File: src/rtl/clk_div_prog.sv
// Runtime-programmable integer clock divider with optional half-cycle high extension.
// Configuration is sampled only at output-period boundaries so div_clk never glitches.
module clk_div_prog #(
  parameter int CNT_W = 8
) (
  input  logic             clk,
  input  logic             rst_n,
  input  logic             en,
  input  logic [CNT_W-1:0] div_ratio,
  input  logic [CNT_W-1:0] high_cnt,
  input  logic             half_en,
  output logic             div_clk,
  output logic             period_st,
  output logic             cfg_err
);

  typedef enum logic {
    IDLE,
    RUN
  } state_t;

  localparam logic [CNT_W-1:0] ONE = CNT_W'(1);
  localparam logic [CNT_W-1:0] TWO = CNT_W'(2);

  state_t           state, state_nxt;
  logic [CNT_W-1:0] cnt, cnt_nxt;
  logic [CNT_W-1:0] n_s, n_s_nxt;
  logic [CNT_W-1:0] h_s, h_s_nxt;
  logic             half_s, half_s_nxt;
  logic             clk_p, clk_p_nxt;
  logic             clk_n;
  logic             period_st_nxt, cfg_err_nxt;

  logic [CNT_W-1:0] n_ld, h_ld, cnt_inc, n_last;
  logic             ratio_clamp, high_clamp;

  // Clamped view of the live inputs, used only at a config load.
  always_comb begin
    ratio_clamp = (div_ratio < TWO);
    n_ld        = ratio_clamp ? TWO : div_ratio;
    high_clamp  = (high_cnt == '0) || (high_cnt >= n_ld);
    if (high_cnt == '0) begin
      h_ld = ONE;
    end else if (high_cnt >= n_ld) begin
      h_ld = n_ld - ONE;
    end else begin
      h_ld = high_cnt;
    end
  end

  assign cnt_inc = cnt + ONE;
  assign n_last  = n_s - ONE;

  always_comb begin
    // NOTE: every output of this block gets a default first, so no path can infer a latch.
    state_nxt     = state;
    cnt_nxt       = cnt;
    n_s_nxt       = n_s;
    h_s_nxt       = h_s;
    half_s_nxt    = half_s;
    clk_p_nxt     = clk_p;
    period_st_nxt = 1'b0;
    cfg_err_nxt   = 1'b0;

    unique case (state)
      IDLE: begin
        cnt_nxt   = '0;
        clk_p_nxt = 1'b0;
        if (en) begin
          state_nxt     = RUN;
          n_s_nxt       = n_ld;
          h_s_nxt       = h_ld;
          half_s_nxt    = half_en;
          clk_p_nxt     = 1'b1;
          period_st_nxt = 1'b1;
          cfg_err_nxt   = ratio_clamp || high_clamp;
        end
      end
      RUN: begin
        if (cnt != n_last) begin
          cnt_nxt   = cnt_inc;
          clk_p_nxt = (cnt_inc < h_s);
        end else if (en) begin
          cnt_nxt       = '0;
          n_s_nxt       = n_ld;
          h_s_nxt       = h_ld;
          half_s_nxt    = half_en;
          clk_p_nxt     = 1'b1;
          period_st_nxt = 1'b1;
          cfg_err_nxt   = ratio_clamp || high_clamp;
        end else begin
          // Stop only after the final period has run to completion.
          state_nxt = IDLE;
          cnt_nxt   = '0;
          clk_p_nxt = 1'b0;
        end
      end
      default: state_nxt = IDLE;
    endcase
  end

  always_ff @(posedge clk or negedge rst_n) begin
    // NOTE: sequential state uses non-blocking assignments so all registers update together.
    if (!rst_n) begin
      state     <= IDLE;
      cnt       <= '0;
      n_s       <= TWO;
      h_s       <= ONE;
      half_s    <= 1'b0;
      clk_p     <= 1'b0;
      period_st <= 1'b0;
      cfg_err   <= 1'b0;
    end else begin
      state     <= state_nxt;
      cnt       <= cnt_nxt;
      n_s       <= n_s_nxt;
      h_s       <= h_s_nxt;
      half_s    <= half_s_nxt;
      clk_p     <= clk_p_nxt;
      period_st <= period_st_nxt;
      cfg_err   <= cfg_err_nxt;
    end
  end

  // Falling-edge copy stretches the high phase by half a source period.
  always_ff @(negedge clk or negedge rst_n) begin
    if (!rst_n) begin
      clk_n <= 1'b0;
    end else begin
      clk_n <= clk_p;
    end
  end

  assign div_clk = half_s ? (clk_p | clk_n) : clk_p;

endmodule

File: config.mk
export PLATFORM = sky130hd
export DESIGN_NAME = clk_div_prog
export DESIGN_NICKNAME = d
export VERILOG_FILES = /design/src/rtl/clk_div_prog.sv
export SDC_FILE = /design/constraint.sdc
export NUM_CORES = 1
export LEC_CHECK = 0
export ABC_AREA = 1
export CORE_MARGIN = 2
export CORE_UTILIZATION = 45
export CTS_BUF_LIST = sky130_fd_sc_hd__clkbuf_4
export DETAILED_ROUTE_END_ITERATION = 10
export PLACE_DENSITY = 0.66
export SYNTH_ARGS = -nofsm -noshare
export SYNTH_HDL_FRONTEND = slang
export SYNTH_SLANG_ARGS = --single-unit
File: constraint.sdc
create_clock -name clk -period 2.5 [get_ports clk]
set_clock_uncertainty 0.05 [all_clocks]
set_input_delay 0.5 -clock clk [delete_from_list [all_inputs] [get_ports clk]]
set_output_delay 0.5 -clock clk [all_outputs]
set_load 0.005 [all_outputs]
==> impl_metrics.tcl <==
set metrics [dict create \
    worstMarginPinSlew_ps 457.4 \
    yosysWarnings 0 \
    dp_hpwl_mm 4.166 \
    clk_latency_ps 330 \
    drive_gt1_share_pct 14.70 \
    grt_pass1_vias 2029 \
    leakage_nw 1.605 \
    yosysTopAreaCellShare_pct 29.85 \
    seq_area_um2 753.2 \
    syn_nets 370 \
    gp_congestion 0.9180 \
    final_common_cell "nand2_1" \
    grt_pass1_wl_mm 8.907 \
    cts_sinks 30 \
    synth_area_per_cell_um2 6.818 \
    seq_power_share_pct 50.7 \
    cts_made_buffers 5 \
    p_per_area_nw_per_um2 337.8 \
    ant_nets 0 \
    yosysTopAreaCell "dfrtp_1" \
    syn2layout_area_growth_pct 25.15 \
    vias 2171 \
    power.switching_uw 264.9 \
    rsz0062_at_grt "true" \
    hold_viol 0 \
    core-area_um2 4786 \
    dp_cells 439 \
    cp-startpoint "clk_n" \
    arrival_ps 2160 \
    violations "negative setup slack" \
    final-setup-viol-count 1 \
    die_h_um 74.92 \
    internal_power_uw 692.0 \
    power_switching_share_pct 27.68 \
    detail_route.wl_per_cell_um 11.65 \
    power.total_uw 956.9 \
    wl_mm 5.221 \
    syn_inst 332 \
    maxSlewViolCount 0 \
    status "finished, violations left" \
    fillers 471 \
    ir_drop_uv 169.5 \
    cp-start-kind "flip-flop" \
    final_cell_mix "nand2_1 (98), inv_1 (49), nor2_1 (42)" \
    ios 23 \
    critPathRequiredTime_ps 1950 \
    path_clk_slew_ps 90 \
    firstDrtPassIters 4 \
    via_per_inst 4.846 \
    root_buffer "clkbuf_4" \
    pre_cts_slack_ps -279.0 \
    portBuffers 22 \
    die_w_um 74.92 \
    diodes 0 \
    hold_class "reg -> reg" \
    antenna_found_initial 0 \
    globalRouteTotalUtil_pct 20.92 \
    crit_type "reg -> out" \
    grt_start_max_net_pins 30 \
    cts_setup_buffers 0 \
    rows 25 \
    comb_power_share_pct 19.9 \
    multi_input_area_um2 1320 \
    drc_errors 0 \
    initial_utilization_pct 47.29 \
    first_iter_violations 94 \
    end_kind "primary output" \
    htreeDepth 2 \
    min_from "h_s[0]" \
    yosys_register_bits 30 \
    dieArea_um2 5613 \
    fin_nets 418 \
    yosys-top-cells-area "dfrtp_1 (30%), nand2_1 (17%), ha_1 (10%), inv_1 (8.6%), nor2_1 (7.3%)" \
    finalSetupTns_ps -212.7 \
    clockPowerShare_pct 29.4 \
    slew_headroom_pct 69.40 \
    max_cap_viol_count 0 \
    clockBufferDepth 2 \
    critPathMaxFanout 1 \
    tritoncts "yes" \
    syn-cell-area_um2 2263 \
    layout.cells.non_filler 448 \
    overflow 0 \
    synth-seq-area-share_pct 33.28 \
    synth_cell_type_count 26 \
    fin_ws_ps -212.7 \
    r2r_start "cnt[0]" \
]
kinds of logic after synthesis:
kind of cell	after synthesis	synth area share [%]
compound gates	14	3.427
simple gates	199	37.70
flops	30	33.28
xor+xnor	11	4.256
fa+ha+maj	18	9.950
buf+inv	60	11.39
layer usage:
| metal | wire length, um | track usage (%) | part of all wire, % |
|---|---|---|---|
| met1 | 2411 | 26.41 | 46 |
| met5 | 0 | 0 | 0 |
| met3 | 137 | 3.347 | 2.6 |
| met4 | 136 | 9.127 | 2.6 |
| met2 | 2535 | 35.38 | 49 |
worst paths after layout:
kind	to	slack (ps)	cells after the start
worst max-delay path	div_clk	-210	2
worst min-delay path	h_s[0]	420	2
worst max register to register	clk_p	180	11
worst min register to register	h_s[0]	420	2
max in group asynchronous	clk_n	770	1
min in group asynchronous	h_s[3]	620	2
synth_stat cells, drive strengths merged:
| cell | instances |
|---|---|
| a21o | 2 |
| inv | 53 |
| nor3b | 1 |
| ha | 18 |
| o21ai | 3 |
| xor2 | 7 |
| a21oi | 8 |
| dfstp | 2 |
| o31ai | 1 |
| xnor2 | 4 |
| buf | 6 |
| nor3 | 6 |
| nand2 | 103 |
| dfrtn | 1 |
| nand3 | 33 |
| dfrtp | 27 |
| nor2 | 47 |
| nand4 | 8 |
| clkbuf | 1 |
| nand3b | 1 |
power by group through the flow:
stage                     logic [mW]  registers [mW]  clock network (mW)
final                          0.191           0.485               0.281
after global placement         0.174           0.495                   0
after global routing           0.214           0.485               0.313
after floorplan               0.0816           0.495                   0
after CTS                      0.177           0.485               0.293
after detailed placement       0.176           0.495                   0
critical path: stages (launching register included):
cell	delay, ps
dfrtn_1	330
a21o_1	140
buf_2	120
flip-flops by register name, summed over array words and instances, names as in the netlist:
name       flops
cfg_err        1
n_s            8
clk_n          1
period_st      1
half_s         1
h_s            8
state          1
clk_p          1
cnt            8
repair_timing:
action	in CTS	in global routing
hold buffers	0	0
gates resized for setup	4	21
endpoints found under the hold margin	0	0
gates cloned	0	1
setup endpoints to repair	1	10
pin swaps	0	5
cell type report:
class | count | share of cell area, %
clock buffers | 6 | 1.590
inverters | 53 | 7.023
repair buffers | 48 | 14.93
clock inverters | 2 | 0.3092
flip-flops and latches | 30 | 26.59
well taps | 67 | 2.959
multi-input cells | 242 | 46.60
stage by stage:
stage	area [um2]	hold slack, ps	util [%]
floorplan	2263	154.4	-
global placement	2696	402.5	56.34
detailed placement	2696	408.0	56.34
CTS	2745	422.3	57.36
global route	2833	437.7	59.19
finish	2833	417.3	59.19
(Power assumes the default switching activity.)
